### config.mk
export PLATFORM = sky130hd
export DESIGN_NAME = uart_rx_deframer
export DESIGN_NICKNAME = d
export VERILOG_FILES = /design/src/rtl/uart_rx_deframer.sv
export SDC_FILE = /design/constraint.sdc
export NUM_CORES = 1
export LEC_CHECK = 0
export ABC_AREA = 1
export BUFFER_PORTS_ARGS = -buffer_cell sky130_fd_sc_hd__buf_2
export CAP_MARGIN = 40
export CORE_MARGIN = 8
export CORE_UTILIZATION = 45
export DETAILED_ROUTE_END_ITERATION = 8
export GPL_TIMING_DRIVEN = 0
export PLACE_DENSITY = 0.64
export SYNTH_ARGS = -nofsm -noshare
export SYNTH_HDL_FRONTEND = slang
export SYNTH_SLANG_ARGS = --single-unit
### constraint.sdc
create_clock -name clk -period 1.2 [get_ports clk]
set_input_delay 0 -clock clk [delete_from_list [all_inputs] [get_ports clk]]
set_output_delay 0 -clock clk [all_outputs]
set_load 0.02 [all_outputs]
### src/rtl/uart_rx_deframer.sv
// UART receive deframer. It looks for an idle-high line, a start bit (0),
// D_WIDTH data bits sent LSB first, and one stop bit (1). Each received word
// is presented on a valid/ready port.
// Handshake: rx_data holds its value while rx_valid=1. A word transfers at a
// posedge where rx_valid && rx_ready. rx_ready is ignored while rx_valid=0.
// If a new word completes while the previous word is still unaccepted, the
// new word replaces the old one and rx_overrun pulses for one cycle.
module uart_rx_deframer #(
    parameter int D_WIDTH      = 9,
    parameter int CLKS_PER_BIT = 1,
    parameter int C_WIDTH      = 4
) (
    input  logic               clk,
    input  logic               rst,
    input  logic               rx,
    output logic [D_WIDTH-1:0] rx_data,
    output logic               rx_valid,
    input  logic               rx_ready,
    output logic               rx_busy,
    output logic               frame_err,
    output logic               rx_overrun
);

    typedef enum logic [2:0] {
        IDLE  = 3'd0,
        START = 3'd1,
        DATA  = 3'd2,
        STOP  = 3'd3,
        ERR   = 3'd4
    } state_t;

    // Half a bit period. The start bit is re-checked here so that every
    // later sample lands in the middle of its bit.
    localparam int H  = CLKS_PER_BIT / 2;
    localparam int CW = (CLKS_PER_BIT > 1) ? $clog2(CLKS_PER_BIT) : 1;

    localparam logic [CW-1:0]      HALF_LAST = CW'((H > 0) ? H - 1 : 0);
    localparam logic [CW-1:0]      BIT_LAST  = CW'(CLKS_PER_BIT - 1);
    localparam logic [C_WIDTH-1:0] DATA_LAST = C_WIDTH'(D_WIDTH - 1);

    state_t               state;
    logic [CW-1:0]        clk_cnt;
    logic [C_WIDTH-1:0]   bit_cnt;
    logic [D_WIDTH-1:0]   shift_reg;

    // Busy covers the whole frame: start confirmation, data bits and stop bit.
    assign rx_busy = (state == START) || (state == DATA) || (state == STOP);

    // Frame FSM, sampling counters, output word register and status pulses.
    always_ff @(posedge clk) begin
        if (!rst) begin
            state      <= IDLE;
            clk_cnt    <= '0;
            bit_cnt    <= '0;
            shift_reg  <= '0;
            rx_data    <= '0;
            rx_valid   <= 1'b0;
            frame_err  <= 1'b0;
            rx_overrun <= 1'b0;
        end else begin
            frame_err  <= 1'b0;
            rx_overrun <= 1'b0;

            // A completing word later in this block overrides this clear.
            if (rx_valid && rx_ready) begin
                rx_valid <= 1'b0;
            end

            case (state)
                IDLE: begin
                    if (!rx) begin
                        clk_cnt <= '0;
                        bit_cnt <= '0;
                        // With one clock per bit, this sample is already the
                        // mid-bit confirmation of the start bit.
                        state   <= (H == 0) ? DATA : START;
                    end
                end

                START: begin
                    if (clk_cnt == HALF_LAST) begin
                        clk_cnt <= '0;
                        // A line that has returned high was a glitch, not a start.
                        state   <= rx ? IDLE : DATA;
                    end else begin
                        clk_cnt <= clk_cnt + 1'b1;
                    end
                end

                DATA: begin
                    if (clk_cnt == BIT_LAST) begin
                        clk_cnt   <= '0;
                        // Bits arrive LSB first. Shifting in at the MSB moves
                        // bit 0 into the LSB position by the end of the frame.
                        shift_reg <= {rx, shift_reg[D_WIDTH-1:1]};
                        if (bit_cnt == DATA_LAST) begin
                            bit_cnt <= '0;
                            state   <= STOP;
                        end else begin
                            bit_cnt <= bit_cnt + 1'b1;
                        end
                    end else begin
                        clk_cnt <= clk_cnt + 1'b1;
                    end
                end

                STOP: begin
                    if (clk_cnt == BIT_LAST) begin
                        clk_cnt <= '0;
                        if (rx) begin
                            rx_data    <= shift_reg;
                            rx_valid   <= 1'b1;
                            rx_overrun <= rx_valid && !rx_ready;
                            state      <= IDLE;
                        end else begin
                            frame_err <= 1'b1;
                            state     <= ERR;
                        end
                    end else begin
                        clk_cnt <= clk_cnt + 1'b1;
                    end
                end

                ERR: begin
                    // Wait for the line to return to idle before looking
                    // for another start bit.
                    if (rx) begin
                        state <= IDLE;
                    end
                end

                default: state <= IDLE;
            endcase
        end
    end

endmodule
==> results of run 1 <==
kinds of logic (layout without fill, tap and decap cells):
group | count (synthesis) | count (layout) | share of synthesized area
and+or+nand+nor | 71 | 71 | 0.2753
buffers and inverters | 16 | 41 | 0.06598
xor gates and xnor gates | 1 | 1 | 0.007965
DFF | 28 | 28 | 0.5097
adders and majority gates | 2 | 2 | 0.02275
AOI/OAI and AO/OA | 26 | 26 | 0.1183
area by class of cell:
class                   instances  area share
inverters                      11     0.03232
multi-input cells             100      0.3601
clock inverters                 1     0.02216
well taps                      30     0.02770
flip-flops and latches         28      0.4201
plain buffers                   5     0.02862
repair buffers                 21     0.09234
clock buffers                   3     0.01662
metal layers:
metal / global-route usage / vias to the layer above / part of all wire
li1: - / 515 / -
met3: 0.03061 / 5 / 0.060
met5: 0 / - / 0
met1: 0.1296 / 443 / 0.46
met4: 0.06540 / 0 / 0.021
met2: 0.1931 / 27 / 0.46
synthesized netlist by cell type, types with 2 or more instances:
cell type  number  area share
nand2_1        42        0.14
dfxtp_1        28        0.51
a21oi_1        24        0.11
nor2_1         13       0.044
inv_1           8       0.027
nand3_1         8       0.036
clkbuf_1        2      0.0068
ha_1            2       0.023
inv_2           2      0.0068
nand2_2         2       0.011
nor2_2          2       0.011
o21ai_0         2      0.0091
stage by stage:
| stage | std cells | hold slack, ns | power (µW) | setup WS, ns | cell area (µm²) |
|---|---|---|---|---|---|
| CTS | 197 | 0.4382 | 1789 | 0.03320 | 1305 |
| finish | 199 | 0.4552 | 1800 | 0.06462 | 1355 |
| global route | 199 | 0.4754 | 1895 | -0.008336 | 1355 |
| floorplan | 144 | 0.1357 | 1115 | 0.1220 | 1100 |
| detailed placement | 190 | 0.2776 | 1164 | -0.03068 | 1217 |
| global placement | 190 | 0.2740 | 1159 | -0.01519 | 1217 |
worst paths after layout:
kind,startpoint,to,slack (ns),cells past startpoint
setup / recovery,state[0]$_SDFFE_PN0P_,bit_cnt[1]$_SDFFE_PN0P_,0.06,5
hold / removal,rx_ready,rx_overrun$_SDFF_PP0_,0.46,5
setup reg to reg,state[0]$_SDFFE_PN0P_,bit_cnt[1]$_SDFFE_PN0P_,0.06,5
hold reg to reg,rx_data[3]$_SDFFE_PN0P_,rx_data[3]$_SDFFE_PN0P_,0.47,2
critical path, stage by stage (launching register included):
cell and delay (ns):
dfxtp_2 0.37, inv_1 0.12, nand3_2 0.16, clkbuf_4 0.23, nand3_1 0.10, a21oi_1 0.06
power by group through the flow:
stage,clock [µW],sequential [µW],combinational [µW]
floorplan,0,991,124
global placement,0,993,165
detailed placement,0,994,170
CTS,633,976,180
global route,685,980,230
finish,621,976,204
timing repair:
action                                 in CTS  in global routing
pin swaps                                   0                  4
setup endpoints to repair                   2                 24
resized for setup                           3                 16
endpoints found under the hold margin       4                  0
hold buffers                                3                  0
setup buffers                               0                  2
cloned                                      0                  0
==> results.toml, run 1 <==
[run_status]
outcome = "finished clean"

[routing]
firstDrtPassIters = 7
viasPerCell = 4.975
avgRoutedWirePerCell_um = 11.52
final_antenna_net_count = 0
num_vias = 990
drt_iter0_drc = 51
drt-total-wl_mm = 2.293
drc = 0

[sta]
fin_setup_tns_ns = 0
max_slew_margin = 0.7134
skew_ns = 0.001383
slew_violations = 0
setup_viol = 0
rsz0062_at_grt = "true"
hold_viol = 0
tightest_slew_ns = 0.4299
max_freq_ghz = 0.8808
fin_crit_ns = 1.135
fin_crit_sh = 0.9462

[finish]
syn2layout_area_growth_pct = 23.21
diodes = 0
layout_commonest_cell = "nand2_1"
regArea_um2 = 569.3
multi_input_area_um2 = 488.0
nets = 176
num-fill-cells = 237
final_cell_mix = "nand2_1 (42), a21oi_1 (23), dfxtp_1 (23)"
final_util = 0.5676
drive_gt1_frac = 0.2722

[worst_setup_path]
crit_arrival_ns = 1.37
critPathMaxFanout = 10
critPathRequiredTime_ns = 1.44
crit_type = "reg2reg"
critical_path.endpoint_type = "flop"
start_kind = "flop"

[global_route]
grt_max_degree = 17
grt_pass1_wl_mm = 3.953
antenna_found_initial = 0
grt-ovfl-total = 0
grt_pass1_vias = 909
track_usage = 0.1154

[hold_path]
holdCritPathClass = "in2reg"

[pwr]
p_clk_frac = 0.345
switching_share = 0.2385
p_leak_uw = 0.0005529
internal-power_uw = 1371
p_switching_uw = 429.4
combPwrFrac = 0.113
p_per_area_nw_per_um2 = 1329
p_seq_frac = 0.542
vdd.ir_drop.worst_uv = 680.0

[cts]
cts_root_buf = "clkbuf_4"
cts_tree = "built"
numClockSinks = 28
clk_pin_slew_worst_paths_ns = 0.15
numCtsBuffers = 3
clk_path_buf_depth = 2
cts-htree-levels = 1
insertion_delay_ns = 0.33

[floorplanning]
die_h_um = 65.44
core_area_um2 = 2387
dieArea_um2 = 4282
start_util = 0.4607
rows = 18
fp.dieW_um = 65.44
io_pins = 17

[place]
gp_congestion = 0.8674
io_buffers = 16
hpwl_mm = 1.593

[synth]
ys.flop_type = "dfxtp_1"
syn-num-nets = 150
synth_edf_count = 0
ys_ff_latch = 28
ys_warn_count = 0
avgSynthCellArea_um2 = 7.638
synth_area_um2 = 1100
ys_async_sr_fraction = 0
ys_seq_area_frac = 0.5097
synth_cell_types = 21
synthCells = 144

[run]
cap_viol_max_count = 0
No activity file was read; power rests on OpenSTA's default activity.
==> run 2, diff against run 1 <==
--- a/config.mk
+++ b/config.mk
@@ -8,11 +8,13 @@
 export ABC_AREA = 1
 export BUFFER_PORTS_ARGS = -buffer_cell sky130_fd_sc_hd__buf_2
 export CAP_MARGIN = 40
+export CELL_PAD_IN_SITES_DETAIL_PLACEMENT = 0
+export CELL_PAD_IN_SITES_GLOBAL_PLACEMENT = 1
 export CORE_MARGIN = 8
-export CORE_UTILIZATION = 45
+export CORE_UTILIZATION = 39
 export DETAILED_ROUTE_END_ITERATION = 8
 export GPL_TIMING_DRIVEN = 0
-export PLACE_DENSITY = 0.64
+export PLACE_DENSITY = 0.74
 export SYNTH_ARGS = -nofsm -noshare
 export SYNTH_HDL_FRONTEND = slang
 export SYNTH_SLANG_ARGS = --single-unit
==> constraint.sdc (replaced) <==
create_clock -name clk -period 1.2 [get_ports clk]
set_input_delay 0 -clock clk [delete_from_list [all_inputs] [get_ports clk]]
set_output_delay 0 -clock clk [all_outputs]
set_load 0.05 [all_outputs]
==> run 2 against run 1 <==
Compared with the run above: first-iteration DRC count up 12%; wire length down 4.9%; power down 9.3%; clock power down 28%; count of clock-buffer cells in the layout up 1; critical path type unchanged; sequential cell count did not move; global-route usage down 2.2 points; critical path depth rose by 2; register-to-register slack improved by 0.02 ns; fmax increased by 2.0%; worst setup slack gained 0.022 ns.
==> results.toml, run 2 (same netlist as run 1, synthesis figures left out) <==
[routing]
drt_iter0_drc = 57
avgRoutedWirePerCell_um = 11.01
drt-total-wl_mm = 2.180
drc = 0
num_vias = 949
firstDrtPassIters = 4
viasPerCell = 4.793
final_antenna_net_count = 0

[finish]
drive_gt1_frac = 0.2635
layout_commonest_cell = "nand2_1"
diodes = 0
syn2layout_area_growth_pct = 19.91
regArea_um2 = 569.3
final_cell_mix = "nand2_1 (42), a21oi_1 (24), dfxtp_1 (23)"
nets = 174
multi_input_area_um2 = 484.2
num-fill-cells = 284

[worst_setup_path]
r2r_end = "bit_cnt[2]$_SDFFE_PN0P_"
critPathMaxFanout = 4
critPathCapture = "bit_cnt[2]$_SDFFE_PN0P_"
r2r_slack_ns = 0.09
critPathRequiredTime_ns = 1.46
worst-r2r-cell-count = 7
crit_arrival_ns = 1.37
critical_path.endpoint_type = "flop"
crit_type = "reg2reg"
start_kind = "flop"
startpoint = "bit_cnt[0]$_SDFFE_PN0P_"
r2r-start = "bit_cnt[0]$_SDFFE_PN0P_"

[cts]
clk_path_buf_depth = 2
cts_tree = "built"
cts-htree-levels = 1
clk_pin_slew_worst_paths_ns = 0.14
numCtsBuffers = 3
cts_root_buf = "clkbuf_4"
numClockSinks = 28
insertion_delay_ns = 0.31

[floorplanning]
core_area_um2 = 2710
io_pins = 17
fp.dieW_um = 69.11
die_h_um = 69.11
start_util = 0.4058
dieArea_um2 = 4776
rows = 19

[global_route]
met2_usage = 0.1588
grt-ovfl-total = 0
track_usage = 0.09366
grt_pass1_wl_mm = 3.946
busiest_layer = "met2"
grt_pass1_vias = 934
use_met3 = 0.03004
grt_max_degree = 16
antenna_found_initial = 0
met1_usage = 0.1082

[run]
cap_viol_max_count = 0

[sta]
skew_ns = 0.002682
max_slew_margin = 0.8087
hold_viol = 0
worst_slack_ns = 0.08700
setup_viol = 0
tightest_slew_ns = 0.2852
slew_violations = 0
max_freq_ghz = 0.8985
fin_crit_sh = 0.9275
fin_crit_ns = 1.113

[place]
gp_congestion = 0.7984
pre_cts_ws_ns = -0.05247
io_buffers = 16
hpwl_mm = 1.612

[hold_path]
holdCritPathClass = "in2reg"

[run_status]
outcome = "finished clean"

[pwr]
p_per_area_nw_per_um2 = 1238
total_power_uw = 1633
p_leak_uw = 0.0005392
vdd.ir_drop.worst_uv = 658.0
==> run 2: changes by cell type in the layout (fill, tap and decap cells not counted), sizes merged <==
| cell | delta |
|---|---|
| bufinv | -1 |
| dlygate4sd3 | -1 |
| clkbuf | +1 |
| buf | -1 |
==> run 2: how the worst min path moves through the flow <==
stage                                           end  startpoint  slack (ns)  depth (start not counted)
after floorplan             bit_cnt[0]$_SDFFE_PN0P_         rst        0.14                          2
after global placement        rx_overrun$_SDFF_PP0_    rx_ready        0.28                          4
after detailed placement      rx_overrun$_SDFF_PP0_    rx_ready        0.28                          4
after CTS                 shift_reg[8]$_SDFFE_PN0P_          rx        0.01                          3
after global routing      shift_reg[8]$_SDFFE_PN0P_          rx        0.03                          3
final                     shift_reg[8]$_SDFFE_PN0P_          rx        0.03                          3
==> run 2: metrics by stage <==
stage | utilization | cells | setup TNS (ns) | hold slack [ns] | area [µm²]
floorplan | - | 144 | 0 | 0.1357 | 1100
global placement | 0.4497 | 191 | -0.1038 | 0.2761 | 1219
detailed placement | 0.4497 | 191 | -0.09823 | 0.2821 | 1219
CTS | 0.4732 | 197 | 0 | 0.01485 | 1282
global route | 0.4866 | 198 | -0.001724 | 0.03136 | 1319
finish | 0.4866 | 198 | 0 | 0.02919 | 1319
==> run 2: critical path, cell delays in order, from the launching register on <==
cell and delay [ns]:
dfxtp_2 0.38, inv_1 0.06, ha_2 0.18, nand3_2 0.07, inv_2 0.05, nor2_4 0.13
nand2_1 0.06, a21oi_1 0.13
==> run 2: report_power, final <==
group	switching [µW]	total, µW	internal, µW
clock	262	447	185
combinational	135	210	74.7
sequential	22.1	976	954
==> run 2: cell type report <==
cell class,instances,share of cell area
Clock buffer,4,0.02751
Multi-Input combinational cell,100,0.3672
Tap cell,31,0.02941
Inverter,11,0.03321
Buffer,5,0.02751
Sequential cell,28,0.4317
Timing Repair Buffer,19,0.08349
==> run 2: layer usage <==
| metal | vias up | routed length, µm | share of wire |
|---|---|---|---|
| li1 | 504 | - | - |
| met1 | 434 | 1041 | 0.48 |
| met2 | 9 | 1036 | 0.48 |
| met3 | 2 | 86 | 0.039 |
| met4 | 0 | 16 | 0.0073 |
| met5 | - | 0 | 0 |
==> run 2: repair_timing <==
action                                 CTS  global route
resized for setup                        4            16
buffers inserted                         0             1
endpoints found under the hold margin    4             0
cloned                                   0             0
hold buffers                             2             0
pin swaps                                0             4
setup endpoints to repair                4            21
==> run 3, diff against run 2 <==
==> constraint.sdc (replaced) <==
create_clock -name clk -period 1.2 [get_ports clk]
set_input_delay 0 -clock clk [delete_from_list [all_inputs] [get_ports clk]]
set_output_delay 0 -clock clk [all_outputs]
set_load 0.02 [all_outputs]
==> run 3 against run 2 <==
Compared with the run above: sequential cell count is the same; critical path depth is the same; count of clock-buffer cells in the layout is the same; cell count is the same; non-clock buffer count is the same; core utilization shrank 0.092 points; hold slack is essentially flat; wire length is essentially flat; critical path type unchanged; critical endpoint unchanged.
==> results.toml, run 3 (same netlist as run 1, synthesis figures left out) <==
[pwr]
p_seq_frac = 0.604
p_leak_uw = 0.0005385
vdd.ir_drop.worst_uv = 655.0
combPwrFrac = 0.119
p_clk_frac = 0.277
switching_share = 0.2506
internal-power_uw = 1211
p_per_area_nw_per_um2 = 1228
p_switching_uw = 405.0

[floorplanning]
start_util = 0.4058
core_area_um2 = 2710
fp.dieW_um = 69.11
dieArea_um2 = 4776
die_h_um = 69.11
io_pins = 17
rows = 19

[cts]
numCtsBuffers = 3
clk_path_buf_depth = 2
cts_tree = "built"
clk_pin_slew_worst_paths_ns = 0.14
cts_root_buf = "clkbuf_4"
numClockSinks = 28
cts-htree-levels = 1
insertion_delay_ns = 0.31

[worst_setup_path]
crit_arrival_ns = 1.37
r2r_end = "bit_cnt[2]$_SDFFE_PN0P_"
r2r_slack_ns = 0.09
crit_type = "reg2reg"
critPathMaxFanout = 4
r2r-start = "bit_cnt[0]$_SDFFE_PN0P_"
critPathRequiredTime_ns = 1.46
start_kind = "flop"
worst-r2r-cell-count = 7
critical_path.endpoint_type = "flop"

[routing]
firstDrtPassIters = 4
num_vias = 949
drt-total-wl_mm = 2.179
drc = 0
avgRoutedWirePerCell_um = 11.01
drt_iter0_drc = 57
viasPerCell = 4.793
final_antenna_net_count = 0

[finish]
syn2layout_area_growth_pct = 19.68
num-fill-cells = 285
regArea_um2 = 569.3
diodes = 0
fin_cells = 198
multi_input_area_um2 = 484.2
layout_commonest_cell = "nand2_1"
drive_gt1_frac = 0.2635
final_cell_mix = "nand2_1 (42), a21oi_1 (24), dfxtp_1 (23)"
nets = 174

[global_route]
grt_pass1_wl_mm = 3.946
antenna_found_initial = 0
grt_max_degree = 16
grt_pass1_vias = 934
grt-ovfl-total = 0
track_usage = 0.09366

[sta]
hold_ws_ns = 0.02900
slew_violations = 0
max_freq_ghz = 0.8985
fin_crit_sh = 0.9275
hold_viol = 0
skew_ns = 0.002682
max_slew_margin = 0.8087
fin_crit_ns = 1.113
tightest_slew_ns = 0.2852
setup_viol = 0

[place]
io_buffers = 16
dp.cells = 191
gp_congestion = 0.7984
hpwl_mm = 1.612

[hold_path]
holdCritPathClass = "in2reg"
worstHoldPathCells = 3
min_from = "rx"
hold_end = "shift_reg[8]$_SDFFE_PN0P_"

[run_status]
outcome = "finished clean"

[run]
cap_viol_max_count = 0
run 3: final cells by class:
class / instances / area share
multi-input cells: 100 / 0.3679
clock buffers: 4 / 0.02757
flip-flops and latches: 28 / 0.4325
plain buffers: 5 / 0.02757
repair buffers: 19 / 0.08175
inverters: 11 / 0.03327
well taps: 31 / 0.02947
run 3: critical path: stages (launching register included):
cell and delay, ns:
dfxtp_2 0.38, inv_1 0.06, ha_2 0.18, nand3_2 0.07, inv_2 0.05, nor2_4 0.13, nand2_1 0.06, a21oi_1 0.13
run 3: stage by stage:
step                       TNS [ns]  total power, µW  utilization  setup slack (ns)  area, µm²
final                             0             1616       0.4857           0.08700       1316
after global routing      -0.001724             1704       0.4857         -0.001724       1316
after CTS                         0             1627       0.4723          0.001838       1280
after detailed placement   -0.09823             1166       0.4497          -0.05247       1219
after global placement      -0.1038             1164       0.4497          -0.06100       1219
after floorplan                   0             1115            -            0.1220       1100
run 3: what timing repair did:
action,CTS,global route
pin swaps,0,4
resized for setup,3,16
endpoints found under the hold margin,4,0
hold buffers,2,0
buffers inserted,0,1
gates cloned,0,0
endpoints found under the setup margin,3,21
run 3: worst max path at each step:
stage | from | endpoint | slack, ns
after global placement | bit_cnt[0]$_SDFFE_PN0P_ | bit_cnt[2]$_SDFFE_PN0P_ | -0.06
after CTS | bit_cnt[0]$_SDFFE_PN0P_ | bit_cnt[2]$_SDFFE_PN0P_ | 0.002
after detailed placement | bit_cnt[0]$_SDFFE_PN0P_ | bit_cnt[2]$_SDFFE_PN0P_ | -0.05
after floorplan | bit_cnt[0]$_SDFFE_PN0P_ | bit_cnt[2]$_SDFFE_PN0P_ | 0.12
after global routing | bit_cnt[0]$_SDFFE_PN0P_ | bit_cnt[2]$_SDFFE_PN0P_ | -0.002
final | bit_cnt[0]$_SDFFE_PN0P_ | bit_cnt[2]$_SDFFE_PN0P_ | 0.09
run 3: power groups by stage:
stage	Sequential, µW	Clock, µW	Combinational, µW
floorplan	991	0	124
detailed placement	994	0	172
finish	976	447	193
global route	980	505	220
global placement	994	0	170
CTS	976	471	180
run 3: per-layer routing:
| layer | routed length (µm) | global-route usage | up-vias |
|---|---|---|---|
| met5 | 0 | 0 | - |
| met4 | 16 | 0.02961 | 0 |
| met3 | 86 | 0.03004 | 2 |
| met2 | 1035 | 0.1588 | 9 |
| met1 | 1041 | 0.1082 | 434 |
| li1 | - | - | 504 |
